[config.mk]
export PLATFORM = sky130hd
export DESIGN_NAME = fb_arbiter_flat
export DESIGN_NICKNAME = d
export VERILOG_FILES = /design/src/rtl/fb_arbiter_pkg.sv /design/src/rtl/fb_arbiter_if.sv /design/src/rtl/fb_arbiter_wbuf.sv /design/src/rtl/fb_arbiter.sv /design/src/flat_wrapper.sv
export SDC_FILE = /design/constraint.sdc
export NUM_CORES = 1
export LEC_CHECK = 0
export CORE_ASPECT_RATIO = 0.75
export CORE_MARGIN = 1
export CORE_UTILIZATION = 53
export DETAILED_ROUTE_END_ITERATION = 16
export GPL_ROUTABILITY_DRIVEN = 0
export PLACE_DENSITY_LB_ADDON = 0.05
export SLEW_MARGIN = 20
export SYNTH_ARGS = -nofsm -noshare
export SYNTH_HDL_FRONTEND = slang
export SYNTH_SLANG_ARGS = --single-unit
[constraint.sdc]
create_clock -name clk -period 3.3 [get_ports clk]
set_input_delay 0.66 -clock clk [delete_from_list [all_inputs] [get_ports clk]]
set_output_delay 0.66 -clock clk [all_outputs]
set_load 0.01 [all_outputs]
[src/rtl/fb_arbiter_pkg.sv]
// fb_arbiter shared types: issue states, default widths, write-buffer entry.
// Imported by the interface, the write buffer and the arbiter top.
package fb_arb_pkg;

   localparam int FB_ADDR_W = 19;
   localparam int FB_DATA_W = 8;

   typedef enum logic [1:0] {
      ISS_IDLE = 2'd0,
      ISS_RD   = 2'd1,
      ISS_WR   = 2'd2
   } issue_state_t;

   typedef struct packed {
      logic [FB_ADDR_W-1:0] addr;
      logic [FB_DATA_W-1:0] data;
   } wb_entry_t;

endpackage

[src/rtl/fb_arbiter_if.sv]
// Framebuffer arbiter bus bundle: scanout read, ASIP write, RAM port, status.
// slave = arbiter side, master = requester/RAM/environment side.
interface fb_arbiter_if #(
   parameter int ADDR_W  = 19,
   parameter int DATA_W  = 8,
   parameter int STALL_W = 16
);
   logic              rd_req;
   logic [ADDR_W-1:0] rd_addr;
   logic              rd_valid;
   logic [DATA_W-1:0] rd_data;
   logic              wr_valid;
   logic              wr_ready;
   logic [ADDR_W-1:0] wr_addr;
   logic [DATA_W-1:0] wr_data;
   logic              vblank;
   logic              mem_en;
   logic              mem_we;
   logic [ADDR_W-1:0] mem_addr;
   logic [DATA_W-1:0] mem_wdata;
   logic [DATA_W-1:0] mem_rdata;
   logic              wbuf_empty;
   logic [STALL_W-1:0] stall_cnt;

   modport slave (
      input  rd_req, rd_addr, wr_valid, wr_addr, wr_data, vblank, mem_rdata,
      output rd_valid, rd_data, wr_ready, mem_en, mem_we, mem_addr,
      output mem_wdata, wbuf_empty, stall_cnt
   );

   modport master (
      output rd_req, rd_addr, wr_valid, wr_addr, wr_data, vblank, mem_rdata,
      input  rd_valid, rd_data, wr_ready, mem_en, mem_we, mem_addr,
      input  mem_wdata, wbuf_empty, stall_cnt
   );
endinterface

[src/rtl/fb_arbiter_wbuf.sv]
// fb_wbuf: in-order write buffer FIFO of wb_entry_t, no bypass.
// Full/empty decode straight from the occupancy register.
module fb_wbuf
   import fb_arb_pkg::*;
#(
   parameter int DEPTH = 4
) (
   input  logic      clk,
   input  logic      reset,
   input  logic      i_push,
   input  wb_entry_t i_din,
   input  logic      i_pop,
   output wb_entry_t o_head,
   output logic      o_full,
   output logic      o_empty
);
   localparam int PW = $clog2(DEPTH);

   logic [PW-1:0] r_wptr;
   logic [PW-1:0] r_rptr;
   logic [PW:0]   r_cnt;
   wb_entry_t     r_mem [DEPTH];
   logic          w_push;
   logic          w_pop;

   // DEPTH is a power of two, so the count MSB alone means full
   assign o_full  = r_cnt[PW];
   assign o_empty = (r_cnt == '0);
   assign o_head  = r_mem[r_rptr];
   assign w_push  = i_push & ~o_full;
   assign w_pop   = i_pop & ~o_empty;

   always_ff @(posedge clk or posedge reset) begin
      if (reset) begin
         r_wptr <= '0;
         r_rptr <= '0;
         r_cnt  <= '0;
      end else begin
         if (w_push) r_wptr <= r_wptr + PW'(1);
         if (w_pop)  r_rptr <= r_rptr + PW'(1);
         r_cnt <= r_cnt + (PW+1)'(w_push) - (PW+1)'(w_pop);
      end
   end

   always_ff @(posedge clk) begin
      if (w_push) r_mem[r_wptr] <= i_din;
   end

endmodule

[src/rtl/fb_arbiter.sv]
// Framebuffer RAM arbiter: scanout reads win, ASIP writes drain when idle.
// FB_VBLANK_WR_EN: when defined, writes issue only while vblank is high.
module fb_arbiter
   import fb_arb_pkg::*;
#(
   parameter int ADDR_W     = FB_ADDR_W,
   parameter int DATA_W     = FB_DATA_W,
   parameter int WBUF_DEPTH = 4,
   parameter int STALL_W    = 16
) (
   input  logic        clk,
   input  logic        reset,
   fb_arbiter_if.slave bus
);
   issue_state_t       r_state;
   issue_state_t       w_next;
   logic [ADDR_W-1:0]  r_addr;
   logic [DATA_W-1:0]  r_wdata;
   logic               r_rd_d;
   logic               r_rd_valid;
   logic [DATA_W-1:0]  r_rd_data;
   logic [STALL_W-1:0] r_stall;
   logic               w_wr_ok;
   logic               w_full;
   logic               w_empty;
   logic               w_push;
   logic               w_pop;
   wb_entry_t          w_din;
   wb_entry_t          w_head;

`ifdef FB_VBLANK_WR_EN
   assign w_wr_ok = bus.vblank;
`else
   logic w_unused_vblank;
   assign w_unused_vblank = bus.vblank;
   assign w_wr_ok = 1'b1;
`endif

   always_comb begin
      w_next = ISS_IDLE;
      if (bus.rd_req)
         w_next = ISS_RD;
      else if (!w_empty && w_wr_ok)
         w_next = ISS_WR;
   end

   assign w_pop  = (w_next == ISS_WR);
   assign w_push = bus.wr_valid & ~w_full;
   assign w_din  = '{addr: FB_ADDR_W'(bus.wr_addr),
                     data: FB_DATA_W'(bus.wr_data)};

   fb_wbuf #(.DEPTH(WBUF_DEPTH)) u_wbuf (
      .clk     (clk),
      .reset   (reset),
      .i_push  (w_push),
      .i_din   (w_din),
      .i_pop   (w_pop),
      .o_head  (w_head),
      .o_full  (w_full),
      .o_empty (w_empty)
   );

   always_ff @(posedge clk or posedge reset) begin
      if (reset) begin
         r_state    <= ISS_IDLE;
         r_addr     <= '0;
         r_wdata    <= '0;
         r_rd_d     <= 1'b0;
         r_rd_valid <= 1'b0;
         r_rd_data  <= '0;
         r_stall    <= '0;
      end else begin
         r_state <= w_next;
         if (w_next == ISS_RD) begin
            r_addr <= bus.rd_addr;
         end else if (w_next == ISS_WR) begin
            r_addr  <= ADDR_W'(w_head.addr);
            r_wdata <= DATA_W'(w_head.data);
         end
         // RAM answers one cycle after the command; register it once more
         r_rd_d     <= (r_state == ISS_RD);
         r_rd_valid <= r_rd_d;
         r_rd_data  <= bus.mem_rdata;
         if (!w_empty && w_next != ISS_WR && r_stall != '1)
            r_stall <= r_stall + STALL_W'(1);
      end
   end

   assign bus.mem_en     = (r_state != ISS_IDLE);
   assign bus.mem_we     = (r_state == ISS_WR);
   assign bus.mem_addr   = r_addr;
   assign bus.mem_wdata  = r_wdata;
   assign bus.rd_valid   = r_rd_valid;
   assign bus.rd_data    = r_rd_data;
   assign bus.wr_ready   = ~w_full;
   assign bus.wbuf_empty = w_empty;
   assign bus.stall_cnt  = r_stall;

endmodule

[src/flat_wrapper.sv]
// flat-port wrapper written by rule: the top's interface ports become plain ports
module fb_arbiter_flat import fb_arb_pkg::*;
#(
   parameter int ADDR_W     = FB_ADDR_W,
   parameter int DATA_W     = FB_DATA_W,
   parameter int WBUF_DEPTH = 4,
   parameter int STALL_W    = 16
)
  (clk, reset, bus_rd_req, bus_rd_addr, bus_wr_valid, bus_wr_addr, bus_wr_data, bus_vblank, bus_mem_rdata, bus_rd_valid, bus_rd_data, bus_wr_ready, bus_mem_en, bus_mem_we, bus_mem_addr, bus_mem_wdata, bus_wbuf_empty, bus_stall_cnt);
  fb_arbiter_if #(.ADDR_W(ADDR_W), .DATA_W(DATA_W), .STALL_W(STALL_W)) bus_i ();
  input  logic clk;
  input  logic reset;
  input wire logic [$bits(bus_i.rd_req)-1:0] bus_rd_req;
  input wire logic [$bits(bus_i.rd_addr)-1:0] bus_rd_addr;
  input wire logic [$bits(bus_i.wr_valid)-1:0] bus_wr_valid;
  input wire logic [$bits(bus_i.wr_addr)-1:0] bus_wr_addr;
  input wire logic [$bits(bus_i.wr_data)-1:0] bus_wr_data;
  input wire logic [$bits(bus_i.vblank)-1:0] bus_vblank;
  input wire logic [$bits(bus_i.mem_rdata)-1:0] bus_mem_rdata;
  output wire logic [$bits(bus_i.rd_valid)-1:0] bus_rd_valid;
  output wire logic [$bits(bus_i.rd_data)-1:0] bus_rd_data;
  output wire logic [$bits(bus_i.wr_ready)-1:0] bus_wr_ready;
  output wire logic [$bits(bus_i.mem_en)-1:0] bus_mem_en;
  output wire logic [$bits(bus_i.mem_we)-1:0] bus_mem_we;
  output wire logic [$bits(bus_i.mem_addr)-1:0] bus_mem_addr;
  output wire logic [$bits(bus_i.mem_wdata)-1:0] bus_mem_wdata;
  output wire logic [$bits(bus_i.wbuf_empty)-1:0] bus_wbuf_empty;
  output wire logic [$bits(bus_i.stall_cnt)-1:0] bus_stall_cnt;
  assign bus_i.rd_req = bus_rd_req;
  assign bus_i.rd_addr = bus_rd_addr;
  assign bus_i.wr_valid = bus_wr_valid;
  assign bus_i.wr_addr = bus_wr_addr;
  assign bus_i.wr_data = bus_wr_data;
  assign bus_i.vblank = bus_vblank;
  assign bus_i.mem_rdata = bus_mem_rdata;
  assign bus_rd_valid = bus_i.rd_valid;
  assign bus_rd_data = bus_i.rd_data;
  assign bus_wr_ready = bus_i.wr_ready;
  assign bus_mem_en = bus_i.mem_en;
  assign bus_mem_we = bus_i.mem_we;
  assign bus_mem_addr = bus_i.mem_addr;
  assign bus_mem_wdata = bus_i.mem_wdata;
  assign bus_wbuf_empty = bus_i.wbuf_empty;
  assign bus_stall_cnt = bus_i.stall_cnt;
  fb_arbiter #(.ADDR_W(ADDR_W), .DATA_W(DATA_W), .WBUF_DEPTH(WBUF_DEPTH), .STALL_W(STALL_W)) u_core (.clk(clk), .reset(reset), .bus(bus_i));
endmodule
* Word-level counts from Yosys, hierarchy flattened
Memories as Yosys holds them, arrays and structs flattened.
Index checks and enable logic that the tools add are counted.
** Word-level totals
- Word-level logic and storage cells :: 41
- Output and inout port bits :: 56
- Memories :: 1
- Bits in writable memories :: 108
- Register bits after elaboration :: 62
- Input port bits :: 59
- Latch bits :: 0
- Memory bits (read-only) :: 0
** Memories
- u_core.u_wbuf.r_mem :: words 4, width 27, read ports 1, clocked after memory_dff 0, wr ports 1, RTL line fb_arbiter_wbuf.sv:22 : wb_entry_t r_mem [DEPTH];
** Cells by class
- Add/sub/neg operators :: 5
- Muxes and demuxes :: 6
- Multipliers :: 0
- Bitwise gates (word level) :: 6
- Eq/ne operators :: 6
- Order comparisons :: 0
- Shifts and indexed selects :: 0
- Reductions and logical operators :: 7
- Divide/modulo/power cells :: 0
** Operators by type and width (count)
- 2-to-1 mux 19 bit :: 2
- adder 16 x 1 -> 16 bit, second input constant :: 1
- inequality test 16 bit, second input constant :: 1
- adder 2 x 1 -> 2 bit, second input constant :: 2
- == test 2 x 1 -> 1 bit, second input constant :: 2
- == test 2 bit, second input constant :: 2
- 2-to-1 mux 2 bit :: 2
- nonzero test 2 bit :: 2
- adder 3 x 1 -> 3 bit :: 1
- bitwise AND 1 bit :: 3
- zero test 3 bit :: 1
- NOT 1 bit :: 3
- subtractor 3 x 1 -> 3 bit :: 1
- logical AND 1 bit :: 2
- 2-to-1 mux 1 bit :: 2
- inequality test 2 bit, second input constant :: 1
- AND reduction 2 bit :: 1
- zero test 1 bit :: 1

* Logic depth before layout (Yosys ltp)
- Word-level depth :: 6
- Gate-level depth with buffers :: 11
- Mapped depth without buffers :: 10

* Modules after synthesis
From an unflattened synthesis, not the netlist that was laid out.
** Unflattened totals
- Cells, all modules :: 377
- Area total of the unflattened synthesis :: 6647.6 um2
** Modules (own cells, without submodules)
- fb_wbuf :: cells an instance 178, sequential area each 3418.3 um2, area an instance 4321.6 um2, instances 1
- fb_arbiter :: cells an instance 199, sequential area each 1376.3 um2, area an instance 2326.0 um2, instances 1

* Worst setup path after synthesis
No wires, ideal clock.
- Path kind :: register to register
- From :: reg u_core.u_wbuf.r_cnt[2]
- To :: reg u_core.u_wbuf.r_cnt[2]
- Data arrival time :: 2.154 ns
- Data required time :: 3.176 ns
- Library setup time :: 0.124 ns
- Clock period less this slack :: 2.278 ns
- Setup slack :: 1.022 ns
- Path buffers :: 1
- Cell stages (with the launch flop) :: 12
- Cells stage by stage :: dfrtp_1 > or3_4 > inv_2 > nor2_1 > buf_6 > ha_1 > inv_1 > ha_1 > inv_1 > fa_1 > xnor2_1 > xnor2_1
** Between the ends
- Cells in the longest elaborated chain, start to end :: 6
- Elaborated cells on any way between the ends :: 11
- Those cells by class :: 2 x add/sub; 1 x eq/ne; 2 x mux; 5 x bitwise; 1 x reduce/logical
** Ends and longest elaborated chain
- start: declaration :: RTL line fb_arbiter_wbuf.sv:21 : logic [PW:0] r_cnt;
- start signal: assignment :: RTL line fb_arbiter_wbuf.sv:41 : r_cnt <= r_cnt + (PW+1)'(w_push) - (PW+1)'(w_pop);
- zero test 3 bit * :: RTL line fb_arbiter_wbuf.sv:28 : assign o_empty = (r_cnt == '0);
- 2-to-1 mux 2 bit :: RTL line fb_arbiter.sv:43 : else if (!w_empty && w_wr_ok)
- 2-to-1 mux 2 bit :: RTL line fb_arbiter.sv:41 : if (bus.rd_req)
- == test 2 bit :: RTL line fb_arbiter.sv:47 : assign w_pop = (w_next == ISS_WR);
- bitwise AND 1 bit * :: RTL line fb_arbiter_wbuf.sv:31 : assign w_pop = i_pop & ~o_empty;
- net u_core.u_wbuf.w_pop :: RTL line fb_arbiter_wbuf.sv:24 : logic w_pop;
- subtractor 3 x 1 -> 3 bit * :: RTL line fb_arbiter_wbuf.sv:41
Mark *: on every way through the listed nets, which the timed path passes. The rest lies on a longest branch.
A chain may end at the register's enable or synchronous reset.

* Worst setup path in the final report
- From :: reg u_core.u_wbuf.r_cnt[2]
- To :: out bus_wbuf_empty
** Between the ends
- Cells in the longest elaborated chain, start to end :: 1
** Ends and longest elaborated chain
- zero test 3 bit :: RTL line fb_arbiter_wbuf.sv:28
- end: declaration :: RTL line flat_wrapper.sv:27 : output wire logic [$bits(bus_i.wbuf_empty)-1:0] bus_wbuf_empty;
No other way between the ends.

==> run metrics <==
max-cap viol count 0; Total Die Area 13100 um2; final worst path period share 94.2%; worst endpoint required time 2.64 ns; # fillers 811; nets@finish 588; most frequent cell after synthesis edfxtp_1; Yosys top cell area share 48.3%; Synth warnings 0; number of synthesized flops with an enable pin 108; initial antenna violation count 0; Initial Utilization 54.5%; Final HPWL DP 8020 um; Comb pwr share 26.4%; CP arrival 2.45 ns; postcts setup bufs 0; Synth Instances 392; Vias 3696; fin area 8710 um2; Cell Area, Synth 6710 um2; Synth area leaders edfxtp_1 (48%), dfrtp_1 (23%), mux4_2 (9.1%), a21oi_1 (2.9%), nor2b_1 (2.1%); setup violators final 0; core area 12300 um2; number of global-route vias before repair 3809; worst r2r src u_core.u_wbuf.r_cnt[2]$_DFF_PP0_; CP endpoint kind primary output; io pins 115; FFs w/ async S/R, synth 36.5%; H-tree Lvls 4; Slew HR 58.7%; Lkg Pwr 3.28 nW; Avg WL per Cell 18.1 um; clk slew on worst S/H paths 0.06 ns; Tmin final 3.11 ns; most frequent cells after synthesis edfxtp_1 (108), dfrtp_1 (62), a21oi_1 (39); DRT antenna net count 0; placed cell area 8060 um2; worst reg2reg setup slack 0.49 ns; PwrDens 814 nW/um2; ANT cells 0; status finished, final reports clean; final clock skew 0.00510 ns; Hold Crit Depth 0; largest net degree at the start of global routing 42; Top FF cell, synth edfxtp_1; Max Slew Vio Count 0; register bit total from synthesis 170; CTS Hold Buffers Added 0; detailed router's first-iteration violation count 204; proportion of layout cells with a drive suffix above 1 17.4%; Setup CP Type flop to primary output; r2r worst-path depth 10; WL final 12700 um; Fmax 322 MHz; total gr overflow 0; peak supply drop 514 uV; first-pass GRT wire length 20400 um; Synth cell types 46; Fin. Hold Viols 0; P_int 5.12 mW; I/O Buffers 113; Switch Pwr 1.97 mW; Sum Neg Setup Slack 0 ns; Clk Latency, worst-skew pair 0.41 ns; Hold EP u_core.bus.rd_valid$_DFF_PP0_; Area Growth Syn to Fin 29.8%; CTS tree done; Hold Path Class flop to flop; Worst Setup Start Kind flop; Crit Path Max Fanout 21; # DRC 0; Via-to-Cell Ratio 5.28; num rows 35; Die H 99.4 um; Clk pwr share 30.4%; Die Wd 132 um; sequential cell fraction of total power 43.2%; largest buffer count on any clock path 2; FF-to-FF End u_core.u_wbuf.r_cnt[2]$_DFF_PP0_; post-CTS sizing 0; post-synthesis sequential area ratio 71.5%; Worst Max-Slew Pin Slew 0.619 ns; Pre-antenna DRT Iters 4; Sink Count 170; Root Buffer clkbuf_16; CTS Buf Count 17; Mapped Nets 459; Post-Syn Area per Cell 17.1 um2; switching share of power 27.8%; All-Layer GR Usage 21.1%; hold wc startpoint u_core.r_rd_d$_DFF_PP0_; largest area contributor in the netlist edfxtp_1; RSZ-0062 raised after global routing no
==> power by group through the flow <==
stage | registers [mW] | logic, mW | clock network [mW]
floorplan | 3.02 | 1.17 | 0
global route | 3.13 | 2.03 | 2.28
finish | 3.06 | 1.87 | 2.16
CTS | 3.07 | 1.90 | 2.19
global placement | 3.08 | 1.85 | 0
detailed placement | 3.10 | 1.88 | 0
==> area by class of cell <==
cell class	count	area, um2	area share, %
clock buffer	18	429	4.93
clock inverter	14	220	2.53
inverter	12	45.0	0.517
multi-input combinational	194	1780	20.5
sequential	170	4800	55.1
tap	166	208	2.38
timing repair buffer	126	1230	14.1
==> routing by layer <==
metal,part of all wire [%],GRT usage [%],vias to the layer above
li1,-,-,1737
met1,46,29.7,1832
met2,48,33.4,120
met3,5.8,4.18,7
met4,0.76,7.87,0
met5,0,0,-
==> cells in the final DEF, fill, tap and decap left out, types with 3 or more instances in the layout <==
| cell type | Yosys | final |
|---|---|---|
| nor2b_1 | 22 | 22 |
| buf_4 | 1 | 13 |
| clkbuf_16 | 0 | 17 |
| bufinv_16 | 0 | 5 |
| edfxtp_1 | 108 | 108 |
| ha_1 | 7 | 7 |
| inv_1 | 11 | 10 |
| nor2_1 | 6 | 6 |
| dfrtp_1 | 62 | 61 |
| clkinvlp_4 | 0 | 3 |
| xor2_1 | 9 | 9 |
| mux2_4 | 8 | 8 |
| xnor2_1 | 5 | 5 |
| mux4_2 | 27 | 27 |
| o21ai_0 | 3 | 3 |
| nor3_1 | 5 | 5 |
| clkdlybuf4s50_1 | 0 | 113 |
| nand3_1 | 3 | 3 |
| a21oi_1 | 39 | 39 |
| and2_1 | 4 | 4 |
| nand2_1 | 26 | 26 |
==> per-stage QoR <==
step	cells	setup slack (ns)	hold slack [ns]	power [mW]	utilization, %
after detailed placement	668	0.499	0.341	4.98	65.5
after global routing	700	0.0827	0.369	7.44	70.8
final	700	0.190	0.353	7.09	70.8
after floorplan	392	1.02	0.331	4.19	-
after CTS	700	0.178	0.356	7.17	70.8
after global placement	668	0.558	0.335	4.92	65.5
==> worst max-delay path by stage <==
stage | from | end | slack [ns]
final | u_core.u_wbuf.r_cnt[2]$_DFF_PP0_ | bus_wbuf_empty | 0.19
after detailed placement | u_core.u_wbuf.r_cnt[2]$_DFF_PP0_ | u_core.u_wbuf.r_cnt[2]$_DFF_PP0_ | 0.50
after global placement | u_core.u_wbuf.r_cnt[2]$_DFF_PP0_ | u_core.u_wbuf.r_cnt[2]$_DFF_PP0_ | 0.56
after floorplan | u_core.u_wbuf.r_cnt[2]$_DFF_PP0_ | u_core.u_wbuf.r_cnt[2]$_DFF_PP0_ | 1.02
after CTS | u_core.u_wbuf.r_cnt[2]$_DFF_PP0_ | bus_wbuf_empty | 0.18
after global routing | u_core.u_wbuf.r_cnt[2]$_DFF_PP0_ | bus_wbuf_empty | 0.08
==> worst max-delay path, stage by stage (launching register included) <==
cell and delay (ns):
dfrtp_1 0.43, or3_4 0.55, inv_2 0.41, clkdlybuf4s50_1 0.63
==> registers in the layout, summed over array words and instances, names as in the netlist <==
signal                cells
u_core.bus.mem_wdata      8
u_core.u_wbuf.r_rptr      2
u_core.r_rd_d             1
u_core.bus.rd_data        8
u_core.u_wbuf.r_wptr      2
u_core.bus.stall_cnt     16
u_core.bus.mem_addr      19
u_core.u_wbuf.r_mem     108
u_core.u_wbuf.r_cnt       3
u_core.bus.rd_valid       1
u_core.r_state            2
==> kinds of logic after synthesis <==
kind of cell,synth area share (%)
flip-flops,71.5
AND/OR/NAND/NOR,7.85
AO/OA/AOI/OAI,3.97
multiplexers,11.3
buffers and inverters,1.98
XOR/XNOR,1.83
adder cells (fa/ha/maj),1.60
Power figures use the tool's default switching activity.
